### config.mk
export PLATFORM = sky130hd
export DESIGN_NAME = sevenseg_scan
export DESIGN_NICKNAME = d
export VERILOG_FILES = /design/src/rtl/sevenseg_scan.sv
export SDC_FILE = /design/constraint.sdc
export NUM_CORES = 1
export LEC_CHECK = 0
export CAP_MARGIN = 20
export CORE_MARGIN = 4
export CORE_UTILIZATION = 55
export DETAILED_ROUTE_END_ITERATION = 8
export HOLD_SLACK_MARGIN = 0.08
export PLACE_DENSITY = 0.78
export SLEW_MARGIN = 10
export SYNTH_ARGS = -nofsm -noshare
export SYNTH_HDL_FRONTEND = slang
export SYNTH_SLANG_ARGS = --single-unit
### constraint.sdc
create_clock -name clk -period 3.6 [get_ports clk]
set_input_delay 0.72 -clock clk [delete_from_list [all_inputs] [get_ports clk]]
set_output_delay 0.72 -clock clk [all_outputs]
set_load 0.005 [all_outputs]
### src/rtl/sevenseg_scan.sv
// sevenseg_scan: time-multiplexes a 16-bit hex value across a 4-digit
// common-anode display. Loads are double-buffered in shadow registers and
// only become visible at a frame boundary, so a frame never mixes old and
// new digits. All outputs are registered and follow next-state slot/data.
module sevenseg_scan #(
  parameter int DIV_WIDTH = 17,
  parameter int DIV_MAX   = 99999
) (
  input  logic        clk,
  input  logic        rst_n,
  input  logic [15:0] value,
  input  logic [3:0]  dp_in,
  input  logic [3:0]  digit_en,
  input  logic        blank_lz,
  input  logic        load,
  output logic        pending,
  output logic [3:0]  digit,
  output logic [3:0]  anode,
  output logic        dp,
  output logic        frame_tick
);

  localparam logic [DIV_WIDTH-1:0] DIV_TC  = DIV_WIDTH'(DIV_MAX);
  localparam logic [DIV_WIDTH-1:0] DIV_ONE = DIV_WIDTH'(1);

  logic [DIV_WIDTH-1:0] cnt_reg, cnt_next;
  logic [1:0]           sel_reg, sel_next;
  logic                 tick;
  logic                 boundary;

  logic [15:0] act_value_reg, act_value_next;
  logic [3:0]  act_dp_reg, act_dp_next;
  logic [3:0]  act_en_reg, act_en_next;
  logic [15:0] shd_value_reg, shd_value_next;
  logic [3:0]  shd_dp_reg, shd_dp_next;
  logic [3:0]  shd_en_reg, shd_en_next;
  logic        pending_reg, pending_next;

  logic [3:0]  digit_reg, digit_next;
  logic [3:0]  anode_reg, anode_next;
  logic        dp_reg, dp_next;
  logic        frame_tick_reg, frame_tick_next;

  // Per-digit leading-zero flag and visibility, derived from the data that
  // will be active after this edge so the outputs never lag a transfer.
  logic [3:0]  lz;
  logic [3:0]  vis;

  generate
    for (genvar gi = 0; gi < 4; gi++) begin : g_vis
      if (gi == 0) begin : g_lsd
        // The rightmost digit always shows, so a zero value displays "0".
        assign lz[gi] = 1'b0;
      end else begin : g_upper
        assign lz[gi] = (act_value_next[15:4*gi] == '0);
      end
      assign vis[gi] = act_en_next[gi] & ~(blank_lz & lz[gi]);
    end
  endgenerate

  // Refresh prescaler and slot index; a frame ends when slot 3 expires.
  always_comb begin
    tick     = (cnt_reg == DIV_TC);
    cnt_next = tick ? '0 : cnt_reg + DIV_ONE;
    sel_next = tick ? sel_reg + 2'd1 : sel_reg;
    boundary = tick && (sel_reg == 2'd3);
  end

  // Shadow capture and frame-boundary transfer; a load on the boundary
  // cycle bypasses the shadow and goes straight to the active set.
  always_comb begin
    act_value_next = act_value_reg;
    act_dp_next    = act_dp_reg;
    act_en_next    = act_en_reg;
    shd_value_next = shd_value_reg;
    shd_dp_next    = shd_dp_reg;
    shd_en_next    = shd_en_reg;
    pending_next   = pending_reg;
    if (boundary) begin
      if (load) begin
        act_value_next = value;
        act_dp_next    = dp_in;
        act_en_next    = digit_en;
      end else if (pending_reg) begin
        act_value_next = shd_value_reg;
        act_dp_next    = shd_dp_reg;
        act_en_next    = shd_en_reg;
      end
      pending_next = 1'b0;
    end else if (load) begin
      shd_value_next = value;
      shd_dp_next    = dp_in;
      shd_en_next    = digit_en;
      pending_next   = 1'b1;
    end
  end

  // Output decode: refreshed only on slot ticks so the display holds steady
  // within a slot; frame_tick marks the 3 -> 0 wrap.
  always_comb begin
    digit_next      = digit_reg;
    anode_next      = anode_reg;
    dp_next         = dp_reg;
    frame_tick_next = boundary;
    if (tick) begin
      digit_next = act_value_next[4*sel_next +: 4];
      anode_next = vis[sel_next] ? ~(4'b0001 << sel_next) : 4'hF;
      dp_next    = vis[sel_next] ? ~act_dp_next[sel_next] : 1'b1;
    end
  end

  // State registers; reset darkens the display and discards pending data.
  always_ff @(posedge clk or negedge rst_n) begin
    if (!rst_n) begin
      cnt_reg        <= '0;
      sel_reg        <= 2'd0;
      act_value_reg  <= 16'h0000;
      act_dp_reg     <= 4'h0;
      act_en_reg     <= 4'h0;
      shd_value_reg  <= 16'h0000;
      shd_dp_reg     <= 4'h0;
      shd_en_reg     <= 4'h0;
      pending_reg    <= 1'b0;
      digit_reg      <= 4'h0;
      anode_reg      <= 4'hF;
      dp_reg         <= 1'b1;
      frame_tick_reg <= 1'b0;
    end else begin
      cnt_reg        <= cnt_next;
      sel_reg        <= sel_next;
      act_value_reg  <= act_value_next;
      act_dp_reg     <= act_dp_next;
      act_en_reg     <= act_en_next;
      shd_value_reg  <= shd_value_next;
      shd_dp_reg     <= shd_dp_next;
      shd_en_reg     <= shd_en_next;
      pending_reg    <= pending_next;
      digit_reg      <= digit_next;
      anode_reg      <= anode_next;
      dp_reg         <= dp_next;
      frame_tick_reg <= frame_tick_next;
    end
  end

  assign pending    = pending_reg;
  assign digit      = digit_reg;
  assign anode      = anode_reg;
  assign dp         = dp_reg;
  assign frame_tick = frame_tick_reg;

endmodule

==> out/summary.txt <==
crit end category - register
crit share post-route - 94.0%
CTS max path bufs - 2
post-layout minimum cycle time - 3.38 ns
slowest CP cell - or4_4
max reg flops - 17
H-tree depth - 3
Total Routing Usage GR - 20.8%
first-pass GRT wire length - 13900 um
Worst-path clk slew - 0.09 ns
final WL - 8350 um
die area - 0.00832 mm2
Startpoint Class - register
Min Hold Slack - 0.498 ns
PostCTS Resize Cnt - 0
Synth area leader - dfrtp_1
antenna cells - 0
placed cells - 435
Worst EP required - 3.88 ns
fin area - 0.00452 mm2
Slew Limit Fails - 0
max_slew headroom - 36.2%
crit-path cells - ha_1, nand4_1, nor4_4, buf_4, and3_2, a221o_1, or4_4, a32oi_1, o22ai_1, a31oi_1
synthesized area - 0.00381 mm2
Leak - 0.00192 uW
largest net degree at the start of global routing - 79
clk sink count - 78
Cell variety after synth - 48
cell area after placement - 0.00425 mm2
Peak VDD IR - 0.266 mV
wire length per cell - 18.5 um
initial cell density of the core - 56.3%
outcome - finished, final reports clean
clock latency on the worst-skew pair - 0.35 ns
crit path max fanout - 25
die height - 91.2 um
nets - 397
starting DRC count in detailed routing - 302
RSZ-0062 raised after global routing - false
# hold bufs at CTS - 0
f_max - 296 MHz
register area share after synthesis - 51.4%
non-filler cells, final - 452
Worst EP arrival - 3.66 ns
Std-Cell Rows - 30
Core Footprint - 0.00676 mm2
Setup Viol. Count Final - 0
Ys Warns - 0
Fin. Hold Viols - 0
Pwr per Cell Area - 416 mW/mm2
GP Congestion - 0.904
HPWL Detailed - 5620 um
Syn Inst Count - 331
worst setup path class - register to register
DR pass1 iterations - 5
Hold Path Cell Cnt - 1
IO buf count - 38
Synth top area share - 48.0%
largest stage delay on the critical path - 0.57 ns
Die Width - 91.2 um
via count - 2857
I/O pins - 39
vias in the first global route - 2796
drt via density - 6.32
setup TNS - 0 ns
setup bufs post-CTS - 0
syn nets - 361
total CTS buffers - 9
CTS tree - yes
post-route ant nets - 0
grt ovf - 0
Clock Tree Root - clkbuf_8
initial antenna violation count - 0
layout cell share with drive strength beyond 1 - 19.6%
worst hold-check path type - register to register
clock skew - 0.0111 ns
Worst Tran Pin Value - 0.956 ns
Syn Area/Cell - 11.5 um2
synth top area cells - dfrtp_1 (48%), mux2_2 (8.3%), a221o_1 (4.7%)
# Max-Cap Violations - 0
DRC Markers - 0
Layout Area Growth over Synthesis - 18.8%
r2r worst-path depth - 10
FF+latch count, synth - 78
==> final cells by class <==
cell class                 count  area [um2]
fill                         490        2230
sequential                    78        1960
multi-input combinational    224        1730
timing repair buffer          47         453
clock buffer                  10         138
clock inverter                 6         116
tap                           80         100
inverter                       7        26.3
==> critical path: cells and delay by family, from the launching register on <==
family	cells	cell delay, ns
simple gates	4	1.39
compound gates	4	0.96
flops	1	0.43
fa+ha+maj	1	0.27
buf+inv	1	0.24
==> layer usage <==
layer  wire [um]  track usage, %
met3         554            4.31
met2        3940            32.7
met4         126            7.04
met1        3730            28.7
met5           0               0
==> final timing paths <==
kind / start / endpoint / slack [ns]
max in group asynchronous: rst_n / cnt_reg[6]$_DFF_PN0_ / 2.46
setup reg to reg: cnt_reg[0]$_DFF_PN0_ / anode[3]$_DFFE_PN1N_ / 0.22
min in group asynchronous: rst_n / cnt_reg[11]$_DFF_PN0_ / 0.51
hold reg to reg: cnt_reg[4]$_DFF_PN0_ / cnt_reg[4]$_DFF_PN0_ / 0.50
setup / recovery: cnt_reg[0]$_DFF_PN0_ / anode[3]$_DFFE_PN1N_ / 0.22
hold / removal: cnt_reg[4]$_DFF_PN0_ / cnt_reg[4]$_DFF_PN0_ / 0.50
==> stage by stage <==
step	utilization, %	worst slack [ns]	total power, uW
after floorplan	-	0.409	1010
after global placement	63.0	0.306	1080
after detailed placement	63.0	0.233	1080
after CTS	66.7	0.224	1890
after global routing	66.9	0.000629	1960
final	66.9	0.216	1880
==> Yosys cell counts (all sizes together) <==
cell type,instances
dfrtp,73
mux2,28
a221o,22
nor2,22
a21oi,18
clkbuf,17
nand4,14
and2,13
nand2,13
a32o,11
nand2b,11
nand3,9
xnor2,8
mux2i,7
xor2,7
inv,6
o21ai,6
buf,5
dfstp,5
a31oi,4
and3,4
nor2b,4
nor4,3
or4b,3
ha,2
nand4b,2
o211ai,2
or4,2
a2111o,1
a21boi,1
a22o,1
a32oi,1
and4,1
clkinv,1
mux4,1
nor4b,1
o22ai,1
or3,1
==> cell usage in the layout (no fill, tap or decap), types with 11 or more instances in the layout <==
master / synthesis / layout
mux2_2: 28 / 28
a221o_1: 18 / 18
clkdlybuf4s50_1: 0 / 37
nand2b_1: 11 / 11
nand2_1: 12 / 12
a21oi_1: 18 / 18
nor2_1: 22 / 22
a32o_1: 11 / 11
nand4_1: 14 / 14
and2_1: 13 / 13
dfrtp_1: 73 / 73
==> cells by family (layout without fill, tap and decap cells) <==
| kind of cell | Yosys count | count (layout) | share of synthesized area, % |
|---|---|---|---|
| XOR/XNOR | 15 | 15 | 3.45 |
| AND/OR/NAND/NOR | 103 | 103 | 16.1 |
| adder cells (fa/ha/maj) | 2 | 2 | 0.657 |
| multiplexers | 36 | 36 | 10.8 |
| buffers and inverters | 29 | 70 | 3.35 |
| flip-flops | 78 | 78 | 51.4 |
| AO/OA/AOI/OAI | 68 | 68 | 14.1 |
==> where the power goes <==
part | switching [uW] | leakage (uW) | internal (uW)
Sequential | 20.8 | 0.000947 | 915
Clock | 333 | 0.000127 | 486
Combinational | 57.4 | 0.000842 | 71.9
(Power assumes the default switching activity.)
